==> src/rtl/servant_sim_uart.sv <==
// Bit-serial UART endpoint for the servant harness: RX decoder feeding a FWFT FIFO, plus a TX serialiser.
// Define SERVANT_UART_PARITY_EN to add an even-parity bit in both directions.
module servant_sim_uart #(
    parameter int CLKS_PER_BIT = 16,
    parameter int DATA_BITS    = 8,
    parameter int FIFO_DEPTH   = 8
) (
    input  logic                        wb_clk,
    input  logic                        wb_rst,
    input  logic                        i_rx,
    output logic                        o_tx,
    input  logic [DATA_BITS-1:0]        i_tx_data,
    input  logic                        i_tx_valid,
    output logic                        o_tx_ready,
    output logic [DATA_BITS-1:0]        o_rx_data,
    output logic                        o_rx_valid,
    input  logic                        i_rx_ready,
    output logic [$clog2(FIFO_DEPTH):0] o_rx_count,
    output logic                        o_frame_err,
    output logic                        o_overflow,
    output logic                        o_parity_err
);
    localparam int AW    = $clog2(FIFO_DEPTH);
    localparam int CNT_W = $clog2(CLKS_PER_BIT);
    localparam int BIT_W = $clog2(DATA_BITS + 1);
    localparam logic [CNT_W-1:0] HALF_M1  = CNT_W'(CLKS_PER_BIT / 2 - 1);
    localparam logic [CNT_W-1:0] FULL_M1  = CNT_W'(CLKS_PER_BIT - 1);
    localparam logic [BIT_W-1:0] LAST_BIT = BIT_W'(DATA_BITS - 1);

    typedef enum logic [2:0] {S_IDLE, S_START, S_DATA, S_PARITY, S_STOP} state_t;

    // ---------------- RX synchroniser ----------------
    logic rx_meta_reg, rx_sync_reg, rx_prev_reg;
    always_ff @(posedge wb_clk) begin
        if (wb_rst) begin
            rx_meta_reg <= 1'b1;
            rx_sync_reg <= 1'b1;
            rx_prev_reg <= 1'b1;
        end else begin
            rx_meta_reg <= i_rx;
            rx_sync_reg <= rx_meta_reg;
            rx_prev_reg <= rx_sync_reg;
        end
    end

    // ---------------- RX FSM ----------------
    state_t                 rx_state_reg, rx_state_next;
    logic [CNT_W-1:0]       rx_cnt_reg, rx_cnt_next;
    logic [BIT_W-1:0]       rx_bit_reg, rx_bit_next;
    logic [DATA_BITS-1:0]   rx_shift_reg, rx_shift_next;
    logic                   rx_par_bad_reg, rx_par_bad_next;
    logic                   rx_tick, rx_push, frame_set, overflow_set, parity_set;
    logic                   fifo_full, fifo_pop;
    logic [AW:0]            wr_ptr_reg, rd_ptr_reg;

    assign rx_tick = (rx_cnt_reg == ((rx_state_reg == S_START) ? HALF_M1 : FULL_M1));

    always_ff @(posedge wb_clk) begin
        if (wb_rst) begin
            rx_state_reg   <= S_IDLE;
            rx_cnt_reg     <= '0;
            rx_bit_reg     <= '0;
            rx_shift_reg   <= '0;
            rx_par_bad_reg <= 1'b0;
        end else begin
            rx_state_reg   <= rx_state_next;
            rx_cnt_reg     <= rx_cnt_next;
            rx_bit_reg     <= rx_bit_next;
            rx_shift_reg   <= rx_shift_next;
            rx_par_bad_reg <= rx_par_bad_next;
        end
    end

    always_comb begin
        rx_state_next   = rx_state_reg;
        rx_cnt_next     = rx_tick ? '0 : rx_cnt_reg + 1'b1;
        rx_bit_next     = rx_bit_reg;
        rx_shift_next   = rx_shift_reg;
        rx_par_bad_next = rx_par_bad_reg;
        rx_push         = 1'b0;
        frame_set       = 1'b0;
        overflow_set    = 1'b0;
        parity_set      = 1'b0;
        case (rx_state_reg)
            S_IDLE: begin
                rx_cnt_next = '0;
                if (rx_prev_reg && !rx_sync_reg) rx_state_next = S_START;
            end
            S_START: if (rx_tick) begin
                // A high mid-start sample is a glitch: drop silently.
                rx_state_next   = rx_sync_reg ? S_IDLE : S_DATA;
                rx_bit_next     = '0;
                rx_par_bad_next = 1'b0;
            end
            S_DATA: if (rx_tick) begin
                rx_shift_next = {rx_sync_reg, rx_shift_reg[DATA_BITS-1:1]};
                rx_bit_next   = rx_bit_reg + 1'b1;
                if (rx_bit_reg == LAST_BIT) begin
`ifdef SERVANT_UART_PARITY_EN
                    rx_state_next = S_PARITY;
`else
                    rx_state_next = S_STOP;
`endif
                end
            end
            S_PARITY: if (rx_tick) begin
                rx_par_bad_next = rx_sync_reg ^ (^rx_shift_reg);
                rx_state_next   = S_STOP;
            end
            S_STOP: if (rx_tick) begin
                rx_state_next = S_IDLE;
                frame_set     = !rx_sync_reg;
                parity_set    = rx_par_bad_reg;
                if (rx_sync_reg && !rx_par_bad_reg) begin
                    if (fifo_full && !fifo_pop) overflow_set = 1'b1;
                    else                        rx_push      = 1'b1;
                end
            end
            default: rx_state_next = S_IDLE;
        endcase
    end

    // ---------------- RX FIFO (first-word fall-through) ----------------
    logic [DATA_BITS-1:0] fifo_mem [FIFO_DEPTH];

    assign o_rx_count = wr_ptr_reg - rd_ptr_reg;
    assign o_rx_valid = (o_rx_count != '0);
    assign fifo_full  = (o_rx_count == (AW+1)'(FIFO_DEPTH));
    assign fifo_pop   = o_rx_valid && i_rx_ready;
    assign o_rx_data  = fifo_mem[rd_ptr_reg[AW-1:0]];

    always_ff @(posedge wb_clk) begin
        if (rx_push) fifo_mem[wr_ptr_reg[AW-1:0]] <= rx_shift_reg;
    end

    always_ff @(posedge wb_clk) begin
        if (wb_rst) begin
            wr_ptr_reg <= '0;
            rd_ptr_reg <= '0;
        end else begin
            if (rx_push)  wr_ptr_reg <= wr_ptr_reg + 1'b1;
            if (fifo_pop) rd_ptr_reg <= rd_ptr_reg + 1'b1;
        end
    end

    // ---------------- Sticky error flags ----------------
    logic frame_err_reg, overflow_reg;
    always_ff @(posedge wb_clk) begin
        if (wb_rst) begin
            frame_err_reg <= 1'b0;
            overflow_reg  <= 1'b0;
        end else begin
            if (frame_set)    frame_err_reg <= 1'b1;
            if (overflow_set) overflow_reg  <= 1'b1;
        end
    end
    assign o_frame_err = frame_err_reg;
    assign o_overflow  = overflow_reg;

`ifdef SERVANT_UART_PARITY_EN
    logic parity_err_reg;
    always_ff @(posedge wb_clk) begin
        if (wb_rst)          parity_err_reg <= 1'b0;
        else if (parity_set) parity_err_reg <= 1'b1;
    end
    assign o_parity_err = parity_err_reg;
`else
    assign o_parity_err = 1'b0;
`endif

    // ---------------- TX FSM ----------------
    state_t               tx_state_reg, tx_state_next;
    logic [CNT_W-1:0]     tx_cnt_reg, tx_cnt_next;
    logic [BIT_W-1:0]     tx_bit_reg, tx_bit_next;
    logic [DATA_BITS-1:0] tx_shift_reg, tx_shift_next;
    logic                 tx_par_reg, tx_par_next;
    logic                 tx_line_reg, tx_line_next;
    logic                 tx_tick;

    assign tx_tick    = (tx_cnt_reg == FULL_M1);
    assign o_tx_ready = (tx_state_reg == S_IDLE) && !wb_rst;
    assign o_tx       = tx_line_reg;

    always_ff @(posedge wb_clk) begin
        if (wb_rst) begin
            tx_state_reg <= S_IDLE;
            tx_cnt_reg   <= '0;
            tx_bit_reg   <= '0;
            tx_shift_reg <= '0;
            tx_par_reg   <= 1'b0;
            tx_line_reg  <= 1'b1;
        end else begin
            tx_state_reg <= tx_state_next;
            tx_cnt_reg   <= tx_cnt_next;
            tx_bit_reg   <= tx_bit_next;
            tx_shift_reg <= tx_shift_next;
            tx_par_reg   <= tx_par_next;
            tx_line_reg  <= tx_line_next;
        end
    end

    always_comb begin
        tx_state_next = tx_state_reg;
        tx_cnt_next   = tx_tick ? '0 : tx_cnt_reg + 1'b1;
        tx_bit_next   = tx_bit_reg;
        tx_shift_next = tx_shift_reg;
        tx_par_next   = tx_par_reg;
        tx_line_next  = tx_line_reg;
        case (tx_state_reg)
            S_IDLE: begin
                tx_cnt_next = '0;
                if (i_tx_valid && o_tx_ready) begin
                    tx_state_next = S_START;
                    tx_shift_next = i_tx_data;
                    tx_par_next   = ^i_tx_data;
                    tx_line_next  = 1'b0;
                end
            end
            S_START: if (tx_tick) begin
                tx_state_next = S_DATA;
                tx_bit_next   = '0;
                tx_line_next  = tx_shift_reg[0];
                tx_shift_next = {1'b0, tx_shift_reg[DATA_BITS-1:1]};
            end
            S_DATA: if (tx_tick) begin
                // tx_bit_reg counts data bits already on the line.
                if (tx_bit_reg == LAST_BIT) begin
`ifdef SERVANT_UART_PARITY_EN
                    tx_state_next = S_PARITY;
                    tx_line_next  = tx_par_reg;
`else
                    tx_state_next = S_STOP;
                    tx_line_next  = 1'b1;
`endif
                end else begin
                    tx_bit_next   = tx_bit_reg + 1'b1;
                    tx_line_next  = tx_shift_reg[0];
                    tx_shift_next = {1'b0, tx_shift_reg[DATA_BITS-1:1]};
                end
            end
            S_PARITY: if (tx_tick) begin
                tx_state_next = S_STOP;
                tx_line_next  = 1'b1;
            end
            S_STOP: if (tx_tick) tx_state_next = S_IDLE;
            default: begin
                tx_state_next = S_IDLE;
                tx_line_next  = 1'b1;
            end
        endcase
    end
endmodule

==> config.mk <==
export PLATFORM = sky130hd
export DESIGN_NAME = servant_sim_uart
export DESIGN_NICKNAME = d
export VERILOG_FILES = /design/src/rtl/servant_sim_uart.sv
export SDC_FILE = /design/constraint.sdc
export NUM_CORES = 1
export LEC_CHECK = 0
export ABC_AREA = 1
export CAP_MARGIN = 20
export CORE_ASPECT_RATIO = 1.25
export CORE_MARGIN = 2
export CORE_UTILIZATION = 64
export CTS_CLUSTER_DIAMETER = 30
export DETAILED_ROUTE_END_ITERATION = 10
export MAX_ROUTING_LAYER = met4
export PLACE_DENSITY_LB_ADDON = 0.15
export SYNTH_ARGS = -nofsm -noshare
export SYNTH_HDL_FRONTEND = slang
export SYNTH_SLANG_ARGS = --single-unit
export TNS_END_PERCENT = 5
==> constraint.sdc <==
create_clock -name wb_clk -period 4.2 [get_ports wb_clk]
set_input_delay 1.05 -clock wb_clk [delete_from_list [all_inputs] [get_ports wb_clk]]
set_output_delay 1.05 -clock wb_clk [all_outputs]
set_load 0.005 [all_outputs]
==> run_results.csv, run 1 <==
group,metric,value,unit
final_layout,final_area,6430,um2
clock_network,hold_buffers,0,
global_routing,grt_pass1_vias,4240,
detailed_routing,viasPerCell,5.64,
placed_design,io_buffers,29,
detailed_routing,ant_nets,0,
global_routing,grt_util_all_layers,28.0,%
global_routing,grt_pass1_wl,19.3,mm
detailed_routing,route.detailed.drc,0,
sta,timing.slew.headroom,46.8,%
min_path,min_from,"rx_meta_reg",
sta,finalHoldViolCount,0,
synth,yosys.area.top_type,"edfxtp_1",
floorplanning,dieArea,9290,um2
status,status,"complete, no violations",
critical_path,criticalPathCategory,"register to output pin",
synth,yosysSeqAreaShare,55.7,%
sta,rsz0062_at_grt,"false",
sta,max_slew.worst_pin.slew,0.795,ns
critical_path,crit_arrival,2.55,ns
floorplanning,dieHeight,107,um
final_layout,drive_above_1_share,11.9,%
critical_path,critPathCaptureType,"output pin",
min_path,min_path_cells,1,
detailed_routing,vias,4144,
flow_run,maxCapViolCount,0,
clock_network,postCtsSetupBuffers,0,
placed_design,dp_hpwl,7.65,mm
final_layout,synthToLayoutAreaGrowth,17.7,%
detailed_routing,firstDrtPassIters,7,
final_layout,antenna_cells,0,
floorplanning,coreArea,8240,um2
synth,syn-num-nets,611,
power,peakVddDrop,0.446,mV
placed_design,dpl.cell_count,703,
global_routing,grt-ovfl-total,0,
clock_network,cts_sinks,120,
synth,synthMostInstantiatedCell,"nand2_1",
critical_path,critPathMaxFanout,4,
synth,synthTopCellsByArea,"edfxtp_1 35%, dfxtp_1 21%, nand2_1 8.1%",
placed_design,gp_congestion,0.820,
floorplanning,start_util,66.3,%
min_path,hold_end,"rx_sync_reg",
floorplanning,num_rows,37,
detailed_routing,routed_wl,11.5,mm
final_layout,nets,648,
floorplanning,die_x,86.6,um
critical_path,startpoint_type,"register",
sta,finClkSkew,0.00507,ns
placed_design,dpl_cell_area,5830,um2
sta,slew_violations,0,
synth,yosysWarnings,0,
critical_path,r2r_start,"wr_ptr_reg[0]",
synth,synth_cells,588,
critical_path,required,3.15,ns
sta,period_share,85.8,%
synth,ys_top_cells_by_count,"118 x nand2_1, 101 x nor2_1, 64 x edfxtp_1",
detailed_routing,first_iter_violations,254,
critical_path,rrSetupSlack,1.35,ns
floorplanning,io-pin-count,31,
clock_network,clk_latency,0.52,ns
synth,avgSynthCellArea,9.29,um2
synth,synth_enable_flop_cells,64,
power,p_per_area,578,nW/um2
sta,setup_violations,0,
sta,fin_crit,3.60,ns
sta,fin_tns_setup,0,ns
global_routing,grt_max_degree,33,
synth,ys.flop_type,"edfxtp_1",
critical_path,r2r-end,"fifo_mem[1][1]",
sta,clock.fmax,278,MHz
global_routing,antenna_found_initial,0,
synth,synth-seq-cells,120,
synth,synthArstFlopShare,0,%
final_layout,final_cells,735,
clock_network,cts_tree,"done",
synth,synth_cell_types,44,
critical_path,worstRegToRegCells,10,
clock_network,htree_levels,4,
min_path,hold_path.class,"register to register",
synth,netlist.area_leader.share,35.2,%
final_layout,largest_reg_flops,64,
synth,syn_area,5460,um2
clock_network,cts_max_path_buffers,2,
power,leakage,2.38,nW
clock_network,clk_pin_slew,0.06,ns
clock_network,cts-root-buf,"clkbuf_8",
clock_network,cts_buffers,17,
clock_network,post_cts_resized,0,
detailed_routing,wl_per_cell,15.7,um
==> critical path: stages (launching register included) <==
cell and delay, ns:
dfxtp_1 0.39, inv_1 0.13, ha_1 0.22, inv_1 0.08, fa_1 0.43, nor2_1 0.12
nand3_1 0.09, inv_1 0.06, nand2_1 0.06, clkdlybuf4s50_1 0.45
==> per-stage QoR <==
step                util (%)  hold slack, ns  setup slack [ns]  power, W
CTS                     78.0           0.410             0.568   0.00373
detailed placement      70.7           0.396             0.923   0.00228
floorplan                  -           0.389              1.60   0.00204
finish                  78.0           0.408             0.597   0.00371
global placement        70.7           0.394             0.926   0.00224
global route            78.0           0.415             0.418   0.00390
==> worst max path at each step <==
stage                                end          start  slack [ns]
after floorplan           fifo_mem[7][0]  wr_ptr_reg[0]        1.60
after global placement        o_tx_ready         wb_rst        0.93
after detailed placement      o_tx_ready         wb_rst        0.92
after CTS                     o_rx_valid  wr_ptr_reg[0]        0.57
after global routing          o_rx_valid  wr_ptr_reg[0]        0.42
final                         o_rx_valid  wr_ptr_reg[0]        0.60
==> final cells by class <==
cell class | instances | area [um2]
Inverter | 52 | 206
Multi-Input combinational cell | 398 | 2110
Tap cell | 97 | 121
Fill cell | 565 | 1810
Clock inverter | 14 | 181
Clock buffer | 18 | 418
Sequential cell | 120 | 3040
Timing Repair Buffer | 36 | 343
==> cell usage in the layout (no fill, tap or decap), types with 2 or more instances in the layout <==
| cell type | n |
|---|---|
| bufinv_16 | 4 |
| nand4_1 | 6 |
| o21ai_1 | 12 |
| buf_4 | 7 |
| ha_1 | 9 |
| dfxtp_1 | 56 |
| nor2_2 | 4 |
| inv_2 | 4 |
| inv_1 | 44 |
| xnor2_1 | 2 |
| nor2_4 | 6 |
| clkinv_2 | 5 |
| nand2_2 | 2 |
| xor2_1 | 5 |
| a21oi_2 | 2 |
| nand3_1 | 28 |
| o21ai_0 | 22 |
| clkbuf_16 | 16 |
| inv_6 | 2 |
| clkinv_1 | 3 |
| or2_2 | 2 |
| nand3_2 | 5 |
| nand2_8 | 2 |
| nor3_1 | 4 |
| edfxtp_1 | 64 |
| clkdlybuf4s50_1 | 29 |
| o21a_1 | 2 |
| a21oi_1 | 31 |
| nand2_4 | 5 |
| o32ai_1 | 16 |
| nand2_1 | 118 |
| o211ai_1 | 3 |
| nor2_1 | 101 |
| clkinv_4 | 3 |
==> logic make-up after synthesis <==
logic type | share of synthesized area [%]
AND/OR/NAND/NOR | 25.3
AO/OA/AOI/OAI | 9.83
buffers and inverters | 5.57
flip-flops | 55.7
other | 0.0687
adder cells (fa/ha/maj) | 2.43
XOR/XNOR | 1.12
==> power by group <==
group / internal (W) / switching (W)
logic: 0.000342 / 0.000523
registers: 0.00131 / 0.0000881
clock network: 0.000955 / 0.000493
==> layer usage <==
metal	up-vias	share of wire (%)	global-route usage, %
met3	23	4.4	5.21
met2	118	54	49.5
met1	1953	39	30.2
met4	0	2.0	12.8
met5	-	0	-
li1	2050	-	-
No activity file was read; power rests on OpenSTA's default activity.
==> run 2: changes to the inputs <==
--- a/config.mk
+++ b/config.mk
@@ -13,7 +13,7 @@
 export CTS_CLUSTER_DIAMETER = 30
 export DETAILED_ROUTE_END_ITERATION = 10
 export MAX_ROUTING_LAYER = met4
-export PLACE_DENSITY_LB_ADDON = 0.15
+export PLACE_DENSITY = 0.87
 export SYNTH_ARGS = -nofsm -noshare
 export SYNTH_HDL_FRONTEND = slang
 export SYNTH_SLANG_ARGS = --single-unit
==> run 2 against run 1 <==
Via count decreased by 0.58%. Global-route usage decreased by 1.4 points. Maximum frequency decreased by 2.4%. Register-to-register slack got worse by 0.03 ns. Clock power decreased by 4%. Clock skew increased by 0.0012 ns. Non-clock buffer count unchanged. Cell count unchanged. Sequential cell count unchanged. Combinational power decreased by 2.3%. Sequential power about the same. Largest cell class unchanged. Largest power group is now sequential cells.
==> run_results.csv, run 2 (same netlist as run 1, synthesis figures left out) <==
group,metric,value,unit
status,status,"complete, no violations",
clock_network,cts_max_path_buffers,2,
floorplanning,io-pin-count,31,
final_layout,mostFrequentLayoutCells,"118 x nand2_1, 101 x nor2_1, 64 x edfxtp_1",
detailed_routing,routed_wl,10.9,mm
detailed_routing,ant_nets,0,
critical_path,crit_buf_inv,1,
final_layout,multi_input_area,2110,um2
power,leakage,2.36,nW
detailed_routing,first_iter_violations,210,
power,p_seq_share,38.6,%
final_layout,layout_commonest_cell,"nand2_1",
detailed_routing,vias,4120,
critical_path,crit_chain,"o21ai_0 > o32ai_1 > nand2_1 > nand2_1 > clkdlybuf4s50_1",
critical_path,critPathMaxFanout,29,
sta,clock.fmax,271,MHz
sta,finalHoldViolCount,0,
critical_path,rrSetupSlack,1.32,ns
flow_run,maxCapViolCount,0,
floorplanning,dieHeight,107,um
floorplanning,num_rows,37,
clock_network,cts_buffers,17,
power,power_frac_comb,23.2,%
sta,rsz0062_at_grt,"false",
sta,fin_tns_setup,0,ns
critical_path,crit_arrival,2.64,ns
clock_network,cts-root-buf,"clkbuf_8",
final_layout,nFillCells,545,
sta,finClkSkew,0.00631,ns
critical_path,cp_slowest_stage_delay,0.92,ns
power,power.switching,0.00113,W
sta,setup_violations,0,
global_routing,grt_pass1_vias,4023,
final_layout,nets,648,
placed_design,io_buffers,29,
power,p_int,0.00251,W
power,total_power,0.00364,W
final_layout,largest_reg_flops,64,
global_routing,grt-ovfl-total,0,
critical_path,required,3.15,ns
critical_path,critPathCaptureType,"output pin",
power,peakVddDrop,0.388,mV
clock_network,cts_tree,"done",
sta,timing.slew.headroom,38.3,%
global_routing,antenna_found_initial,0,
critical_path,criticalPathCategory,"register to output pin",
clock_network,htree_levels,4,
power,p_per_area,568,nW/um2
power,p_clk_share,38.1,%
floorplanning,dieArea,9290,um2
floorplanning,die_x,86.6,um
critical_path,path_delay_family,"flip-flops",
final_layout,synthToLayoutAreaGrowth,17.3,%
clock_network,clk_pin_slew,0.06,ns
global_routing,grt_pass1_wl,18.4,mm
sta,slew_violations,0,
sta,fin_crit,3.69,ns
detailed_routing,viasPerCell,5.61,
clock_network,cts_sinks,120,
detailed_routing,route.detailed.drc,0,
floorplanning,start_util,66.3,%
clock_network,clk_latency,0.52,ns
critical_path,startpoint_type,"register",
sta,period_share,87.9,%
sta,max_slew.worst_pin.slew,0.925,ns
min_path,hold_path.class,"register to register",
global_routing,grt_util_all_layers,26.6,%
final_layout,final_area,6400,um2
final_layout,drive_above_1_share,12.2,%
power,netSwitchingFraction,31.0,%
global_routing,grt_max_degree,33,
clock_network,postCtsSetupBuffers,0,
placed_design,dpl_cell_area,5830,um2
placed_design,dp_hpwl,7.21,mm
critical_path,crit_slowest_cell,"dfxtp_1",
floorplanning,coreArea,8240,um2
clock_network,hold_buffers,0,
placed_design,gp_congestion,0.794,
critical_path,crit_top_cell,"nand2_1",
clock_network,post_cts_resized,0,
detailed_routing,firstDrtPassIters,6,
detailed_routing,wl_per_cell,14.8,um
final_layout,seq_area,3040,um2
final_layout,antenna_cells,0,
-- run 2: cell count changes in the layout (fill, tap and decap cells not counted), sizes merged --
| cell | change |
|---|---|
| bufinv | -2 |
| clkinv | -2 |
| clkinvlp | +2 |
| inv | +2 |
-- run 2: path summary, 6_finish.rpt --
check                   end           from  cells after the start
max            o_rx_data[1]       register                      5
min reg2reg     rx_sync_reg    rx_meta_reg                      1
max reg2reg  fifo_mem[1][4]  wr_ptr_reg[0]                     10
min             rx_sync_reg    rx_meta_reg                      1
-- run 2: routing by layer --
| layer | vias up | wire length, um | global-route usage [%] |
|---|---|---|---|
| met3 | 22 | 438 | 7.67 |
| li1 | 2058 | - | - |
| met1 | 1920 | 4400 | 29.5 |
| met5 | - | 0 | - |
| met2 | 120 | 5820 | 45.7 |
| met4 | 0 | 226 | 8.93 |
-- run 2: power groups by stage --
stage	sequential, W	clock, W	combinational, W
global route	0.00142	0.00146	0.000957
global placement	0.00142	0	0.000814
floorplan	0.00140	0	0.000646
CTS	0.00141	0.00140	0.000850
detailed placement	0.00143	0	0.000842
finish	0.00141	0.00139	0.000846
-- run 2: area by class of cell --
cell class / instances / share of cell area (%)
inverter: 52 / 3.22
tap: 97 / 1.90
clock buffer: 18 / 6.68
multi-input combinational: 398 / 33.0
timing repair buffer: 36 / 5.35
sequential: 120 / 47.5
clock inverter: 14 / 2.33
-- run 2: worst register-to-register path, delay by kind of cell (launching register included) --
kind | cells | cell delay, ns
fa+ha+maj | 2 | 0.68
flops | 1 | 0.34
buf+inv | 2 | 0.22
simple gates | 6 | 1.26
-- run 2: through the flow --
step / utilization (%) / setup slack (ns) / instances / hold slack [ns]
2_1_floorplan: - / 1.60 / 588 / 0.389
3_3_place_gp: 70.7 / 0.993 / 703 / 0.391
3_5_place_dp: 70.7 / 1.00 / 703 / 0.394
4_1_cts: 77.7 / 0.486 / 735 / 0.407
5_1_grt: 77.7 / 0.297 / 735 / 0.425
6_report: 77.7 / 0.506 / 735 / 0.407
